File: config.mk
export PLATFORM = sky130hd
export DESIGN_NAME = ysyx_22051013_pip_ctrl
export DESIGN_NICKNAME = d
export VERILOG_FILES = /design/src/rtl/ysyx_22051013_pip_ctrl_pkg.sv /design/src/rtl/ysyx_22051013_pip_ctrl_hzd.sv /design/src/rtl/ysyx_22051013_pip_ctrl.sv
export SDC_FILE = /design/constraint.sdc
export NUM_CORES = 1
export LEC_CHECK = 0
export CAP_MARGIN = 20
export CORE_AREA = 2 2 55 57
export CTS_CLUSTER_DIAMETER = 80
export DETAILED_ROUTE_END_ITERATION = 8
export DIE_AREA = 0 0 57 59
export MAX_ROUTING_LAYER = met4
export PLACE_DENSITY = 0.82
export SLEW_MARGIN = 5
export SYNTH_ARGS = -nofsm -noshare
export SYNTH_HDL_FRONTEND = slang
export SYNTH_SLANG_ARGS = --single-unit
File: constraint.sdc
create_clock -name clk -period 5.62 [get_ports clk]
set_input_delay 1.686 -clock clk [delete_from_list [all_inputs] [get_ports clk]]
set_output_delay 1.686 -clock clk [all_outputs]
set_load 0.005 [all_outputs]
File: src/rtl/ysyx_22051013_pip_ctrl_pkg.sv
// Shared definitions for the pipeline controller: FSM encodings, shadow slot layout, reset level.
package ysyx_22051013_pip_ctrl_pkg;

   localparam logic RST_ACTIVE = 1'b0;

   typedef enum logic [1:0] {
      ST_RUN      = 2'd0,
      ST_MDU_WAIT = 2'd1,
      ST_MEM_WAIT = 2'd2,
      ST_DRAIN    = 2'd3
   } state_e;

   localparam int NSLOT    = 3;
   localparam int SLOT_EX  = 0;
   localparam int SLOT_MEM = 1;
   localparam int SLOT_WB  = 2;

   typedef struct packed {
      logic valid;
      logic wen;
      logic load;
      logic mdu;
   } slot_flags_t;

   // Drain counter saturates one past the limit, so it needs room for DRAIN_MAX+1.
   function automatic int drain_cnt_width(input int drain_max);
      return $clog2(drain_max + 2);
   endfunction

endpackage

File: src/rtl/ysyx_22051013_pip_ctrl_hzd.sv
// RAW / load-use comparator between the ID sources and the EX/MEM/WB shadows.
// YSYX_22051013_FORWARD_EN: only EX-slot loads and MDU ops interlock; otherwise EX and MEM both do.
module ysyx_22051013_pip_hzd
   import ysyx_22051013_pip_ctrl_pkg::*;
#(
   parameter int REG_AW = 5
) (
   input  logic                          id_valid,
   input  logic                          id_rs1_ena,
   input  logic                          id_rs2_ena,
   input  logic [REG_AW-1:0]             id_rs1,
   input  logic [REG_AW-1:0]             id_rs2,
   input  slot_flags_t [NSLOT-1:0]       slot_flags,
   input  logic [NSLOT-1:0][REG_AW-1:0]  slot_rd,
   output logic                          raw_stall
);

`ifdef YSYX_22051013_FORWARD_EN
   localparam logic [NSLOT-1:0] STALL_SLOTS = 3'b001;
   localparam logic             KIND_ONLY   = 1'b1;
`else
   localparam logic [NSLOT-1:0] STALL_SLOTS = 3'b011;
   localparam logic             KIND_ONLY   = 1'b0;
`endif

   logic [NSLOT-1:0] hit1;
   logic [NSLOT-1:0] hit2;
   logic             rs1_live;
   logic             rs2_live;

   // WB is write-through to the regfile, so its STALL_SLOTS bit is always clear.
   genvar gi;
   for (gi = 0; gi < NSLOT; gi++) begin : g_slot
      logic producer;
      assign producer = STALL_SLOTS[gi] & slot_flags[gi].valid & slot_flags[gi].wen &
                        (KIND_ONLY ? (slot_flags[gi].load | slot_flags[gi].mdu) : 1'b1);
      assign hit1[gi] = producer & (slot_rd[gi] == id_rs1);
      assign hit2[gi] = producer & (slot_rd[gi] == id_rs2);
   end

   assign rs1_live  = id_rs1_ena & (id_rs1 != '0);
   assign rs2_live  = id_rs2_ena & (id_rs2 != '0);
   assign raw_stall = id_valid & ((rs1_live & |hit1) | (rs2_live & |hit2));

endmodule

File: src/rtl/ysyx_22051013_pip_ctrl.sv
// Central stall/flush scheduler for the 5-stage pipeline; tracks EX/MEM/WB occupancy in shadow slots.
// Macro YSYX_22051013_FORWARD_EN (used in the hazard comparator) relaxes the RAW interlock.
module ysyx_22051013_pip_ctrl
   import ysyx_22051013_pip_ctrl_pkg::*;
#(
   parameter int REG_AW    = 5,
   parameter int DRAIN_MAX = 15
) (
   input  logic              clk,
   input  logic              rst,
   input  logic              id_valid,
   input  logic              id_rs1_ena,
   input  logic              id_rs2_ena,
   input  logic [REG_AW-1:0] id_rs1,
   input  logic [REG_AW-1:0] id_rs2,
   input  logic [REG_AW-1:0] id_rd,
   input  logic              id_wen,
   input  logic              id_load,
   input  logic              id_mdu,
   input  logic              id_serial,
   input  logic              ex_redirect,
   input  logic              mdu_done,
   input  logic              mem_req,
   input  logic              mem_ready,
   output logic              stall_pc,
   output logic              stall_ifid,
   output logic              stall_idex,
   output logic              stall_exmem,
   output logic              bubble_ex,
   output logic              bubble_mem,
   output logic              bubble_wb,
   output logic              flush_ifid,
   output logic              drain_err,
   output logic [1:0]        state_o
);

   localparam int               CNT_W   = drain_cnt_width(DRAIN_MAX);
   localparam logic [CNT_W-1:0] CNT_LIM = CNT_W'(DRAIN_MAX);
   localparam logic [CNT_W-1:0] CNT_SAT = CNT_W'(DRAIN_MAX + 1);

   state_e                       state_q, state_d;
   slot_flags_t [NSLOT-1:0]      flags_q, flags_d;
   logic [NSLOT-1:0][REG_AW-1:0] rd_q, rd_d;
   logic [CNT_W-1:0]             cnt_q, cnt_d;
   logic                         err_q, err_d;

   logic mem_wait;
   logic mdu_wait;
   logic serial_busy;
   logic raw_stall;
   logic issue;

   assign mem_wait    = flags_q[SLOT_MEM].valid & mem_req & ~mem_ready;
   assign mdu_wait    = flags_q[SLOT_EX].valid & flags_q[SLOT_EX].mdu & ~mdu_done;
   assign serial_busy = id_valid & id_serial & (flags_q[SLOT_EX].valid | flags_q[SLOT_MEM].valid);

   ysyx_22051013_pip_hzd #(
      .REG_AW (REG_AW)
   ) u_hzd (
      .id_valid   (id_valid),
      .id_rs1_ena (id_rs1_ena),
      .id_rs2_ena (id_rs2_ena),
      .id_rs1     (id_rs1),
      .id_rs2     (id_rs2),
      .slot_flags (flags_q),
      .slot_rd    (rd_q),
      .raw_stall  (raw_stall)
   );

   // Priority: MEM_WAIT > MDU_WAIT > redirect > DRAIN > RAW.
   always_comb begin : arbiter
      stall_pc    = 1'b0;
      stall_ifid  = 1'b0;
      stall_idex  = 1'b0;
      stall_exmem = 1'b0;
      bubble_ex   = 1'b0;
      bubble_mem  = 1'b0;
      bubble_wb   = 1'b0;
      flush_ifid  = 1'b0;
      state_d     = ST_RUN;
      if (rst == RST_ACTIVE) begin
         bubble_ex  = 1'b1;
         bubble_mem = 1'b1;
         bubble_wb  = 1'b1;
         flush_ifid = 1'b1;
      end else if (mem_wait) begin
         stall_pc    = 1'b1;
         stall_ifid  = 1'b1;
         stall_idex  = 1'b1;
         stall_exmem = 1'b1;
         bubble_wb   = 1'b1;
         state_d     = ST_MEM_WAIT;
      end else if (mdu_wait) begin
         stall_pc   = 1'b1;
         stall_ifid = 1'b1;
         stall_idex = 1'b1;
         bubble_mem = 1'b1;
         state_d    = ST_MDU_WAIT;
      end else if (ex_redirect) begin
         flush_ifid = 1'b1;
         bubble_ex  = 1'b1;
      end else if (serial_busy) begin
         stall_pc   = 1'b1;
         stall_ifid = 1'b1;
         bubble_ex  = 1'b1;
         state_d    = ST_DRAIN;
      end else if (raw_stall) begin
         stall_pc   = 1'b1;
         stall_ifid = 1'b1;
         bubble_ex  = 1'b1;
      end
   end

   assign issue = id_valid & ~stall_idex & ~bubble_ex;

   always_comb begin : shadow_next
      flags_d = flags_q;
      rd_d    = rd_q;
      if (bubble_wb) begin
         flags_d[SLOT_WB] = '0;
      end else begin
         flags_d[SLOT_WB] = flags_q[SLOT_MEM];
         rd_d[SLOT_WB]    = rd_q[SLOT_MEM];
      end
      if (!stall_exmem) begin
         if (bubble_mem) begin
            flags_d[SLOT_MEM] = '0;
         end else begin
            flags_d[SLOT_MEM] = flags_q[SLOT_EX];
            rd_d[SLOT_MEM]    = rd_q[SLOT_EX];
         end
      end
      if (!stall_idex) begin
         flags_d[SLOT_EX] = '0;
         if (issue) begin
            flags_d[SLOT_EX].valid = 1'b1;
            flags_d[SLOT_EX].wen   = id_wen & (id_rd != '0);
            flags_d[SLOT_EX].load  = id_load;
            flags_d[SLOT_EX].mdu   = id_mdu;
            rd_d[SLOT_EX]          = id_rd;
         end
      end
   end

   // Watchdog follows the drain condition itself, even while a wait outranks it.
   always_comb begin : drain_watch
      cnt_d = '0;
      err_d = err_q;
      if (serial_busy) begin
         cnt_d = (cnt_q == CNT_SAT) ? cnt_q : cnt_q + CNT_W'(1);
         if (cnt_d > CNT_LIM) begin
            err_d = 1'b1;
         end
      end
   end

   always_ff @(posedge clk) begin
      if (rst == RST_ACTIVE) begin
         state_q <= ST_RUN;
         flags_q <= '0;
         rd_q    <= '0;
         cnt_q   <= '0;
         err_q   <= 1'b0;
      end else begin
         state_q <= state_d;
         flags_q <= flags_d;
         rd_q    <= rd_d;
         cnt_q   <= cnt_d;
         err_q   <= err_d;
      end
   end

   assign drain_err = err_q;
   assign state_o   = state_q;

endmodule

==> flow_metrics.py <==
metrics = {
    "worst_setup_path": {
        "reg2reg_depth": 7,
        "required_ns": 3.93,
        "critPathKind": "in2out",
        "critPathLaunchType": "primary input",
        "r2r_slack_ns": 3.77,
        "critPathCaptureType": "primary output",
        "timing.rr.start": "rd_q[3]$_SDFFE_PN0P_",
        "reg2reg_to": "flags_q[3]$_SDFFE_PN0N_",
        "cp_max_fo": 3,
        "arrival_ns": 3.83,
    },
    "routing": {
        "routed_via_density": 5.58,
        "drc": 0,
        "dr_total_vias": 1221,
        "drt_pre_antenna_iters": 4,
        "ant_nets": 0,
        "drt_iter0_drc": 42,
        "routed_wl_um": 3440,
        "wl_per_cell_um": 15.7,
    },
    "layout": {
        "fill_cells": 228,
        "postLayoutCoreUtil_pct": 66.7,
        "n_antenna_cell": 0,
        "syn2layout_area_growth_pct": 35.2,
        "drive_gt1_share_pct": 15.4,
        "nets": 220,
    },
    "min_path": {
        "holdPathEnd": "flags_q[6]$_SDFFE_PN0N_",
        "hold_path.class": "reg2reg",
        "hold_start": "flags_q[6]$_SDFFE_PN0N_",
        "hold_depth": 1,
    },
    "global_route": {
        "grt_pass1_vias": 1218,
        "grt_usage_pct": 21.9,
        "grt_max_degree": 21,
        "antenna_found_initial": 0,
        "grt-ovfl-total": 0,
        "grt_pass1_wl_um": 5490,
    },
    "floorplan": {
        "die_y_um": 59,
        "design.core.area_um2": 2710,
        "start_util_pct": 49.4,
        "dieArea_um2": 3360,
        "io-pin-count": 39,
        "rows": 19,
        "die_w_um": 57,
    },
    "clocking": {
        "htreeDepth": 1,
        "cts_tree": "yes",
        "clock-sinks": 23,
        "clk_pin_slew_ns": 0.13,
        "clk-insertion-delay-late_ns": 0.32,
        "cts_buffers": 3,
        "ctsLongestPathBuffers": 2,
        "cts-root-buf": "clkbuf_4",
        "cts_setup_buffers": 0,
        "cts_hold_buf": 0,
    },
    "synthesis": {
        "syn_area_um2": 1340,
        "synth_area_leader_cell": "dfxtp_1",
        "ys_warn_count": 0,
        "synthTopCellsByArea": "dfxtp_1 34%, xor2_1 14%, nand2_1 5.9%",
        "synth.avg_cell_area_um2": 8.98,
        "synth-seq-cells": 23,
        "synth_edf_count": 0,
        "syn_inst": 149,
        "seq_area_frac_synth_pct": 34.4,
        "synthArstFlopShare_pct": 0,
        "synth_nets": 180,
        "yosysUniqueCellTypes": 43,
        "synth-main-ff-cell": "dfxtp_1",
        "yosys.area.top_type_share_pct": 34.4,
    },
    "timing": {
        "finalCriticalPeriod_ns": 5.52,
        "hold_viol": 0,
        "slew_headroom_pct": 70.7,
        "fmax_mhz": 181,
        "slew_viol_final": 0,
        "min_period_over_period_pct": 98.2,
        "clock_skew_ns": 0.0110,
        "setup_viol": 0,
        "worst_pin_slew_ns": 0.438,
        "layout_setup_ws_ns": 0.101,
    },
    "pwr": {
        "power.leakage_nw": 0.777,
        "power_density_nw_per_um2": 176,
        "vdd_drop_max_mv": 0.143,
    },
    "place": {
        "hpwl_um": 2690,
        "io_buffers": 37,
        "place_congestion": 0.885,
        "pre_cts_ws_ns": -0.0236,
    },
    "run_status": {
        "status": "finished clean",
    },
    "run": {
        "drv_cap": 0,
    },
}
## metrics by stage
step / area, µm² / TNS [ns] / instances / hold slack [ns] / power (mW)
after floorplan: 1340 / 0 / 149 / 0.432 / 0.208
after global placement: 1740 / 0 / 215 / 0.446 / 0.240
after detailed placement: 1740 / -0.0340 / 215 / 0.463 / 0.243
after CTS: 1770 / 0 / 219 / 0.486 / 0.321
after global routing: 1810 / -0.0175 / 219 / 0.499 / 0.336
final: 1810 / 0 / 219 / 0.486 / 0.319
## cells in the mapped netlist, drive strengths merged, types with 3 or more instances
cell / number
nand2: 22
inv: 7
mux2i: 5
clkbuf: 3
nor2: 15
dfxtp: 23
or4: 3
nor4: 4
xor2: 22
o21ai: 5
ha: 3
o221a: 5
nand3: 4
## critical path, cell delays in order
cell and delay (ns):
clkdlybuf4s50_1 0.47, xor2_1 0.18, nor4_2 0.35, a22oi_2 0.15, o22ai_4 0.18, nand2_2 0.11, a31oi_1 0.18, clkdlybuf4s50_1 0.52
## flip-flops by register name, summed over array words and instances, names as in the netlist
signal,count
rd_q,10
cnt_q,5
flags_q,5
state_o,2
drain_err,1
## report_power, final
| part | total (mW) | internal [mW] | switching [mW] |
|---|---|---|---|
| logic | 0.0652 | 0.0366 | 0.0286 |
| registers | 0.176 | 0.169 | 0.00745 |
| clock network | 0.0775 | 0.0266 | 0.0509 |
| total | 0.319 | 0.232 | 0.0869 |
## layer usage
metal  vias up  wire length [µm]  global-route usage (%)
li1        599                 -                       -
met1       587              1440                    25.4
met2        30              1820                    39.4
met3         5               136                    2.40
met4         0                38                    7.31
met5         -                 0                       -
## placed cells by master, fill, tap and decap left out, types with 3 or more instances in the layout
cell type         n
o21ai_0           3
mux2i_1           5
ha_1              3
xor2_1           22
buf_4             3
or4_1             3
clkdlybuf4s50_1  33
nand2_1          21
clkbuf_4          3
nor2_1           14
dlymetal6s2s_1    4
nand3_1           4
nor4_2            4
o221a_2           5
inv_1             6
dfxtp_1          23
## cell families (layout without fill, tap and decap cells)
family | Yosys count | in the layout | share of synthesized area (%)
AO/OA/AOI/OAI | 23 | 23 | 14.8
XOR/XNOR | 23 | 23 | 15.1
adder cells (fa/ha/maj) | 3 | 3 | 2.81
buffers and inverters | 12 | 51 | 4.40
flip-flops | 23 | 23 | 34.4
multiplexers | 5 | 5 | 3.74
AND/OR/NAND/NOR | 60 | 60 | 24.8
## worst max path at each step
stage | startpoint | end | slack (ns)
detailed placement | id_rs2[4] | stall_pc | -0.02
global placement | id_rs2[4] | stall_ifid | 0.004
finish | id_rs2[2] | bubble_ex | 0.10
global route | id_rs2[2] | bubble_ex | -0.02
CTS | id_rs2[4] | stall_pc | 0.001
floorplan | id_rs2[4] | stall_pc | 1.01
## area by class of cell
cell class | instances | area (µm²) | area share, %
Timing Repair Buffer | 40 | 403 | 22.3
Inverter | 7 | 28.8 | 1.59
Clock inverter | 1 | 5.00 | 0.277
Tap cell | 31 | 38.8 | 2.15
Multi-Input combinational cell | 114 | 850 | 47.0
Clock buffer | 3 | 22.5 | 1.25
Sequential cell | 23 | 460 | 25.5
## timing repair
action / CTS / global route
gates resized for setup: 1 / 8
endpoints found under the setup margin: 2 / 3
pin swaps: 0 / 4
(Power assumes the default switching activity.)
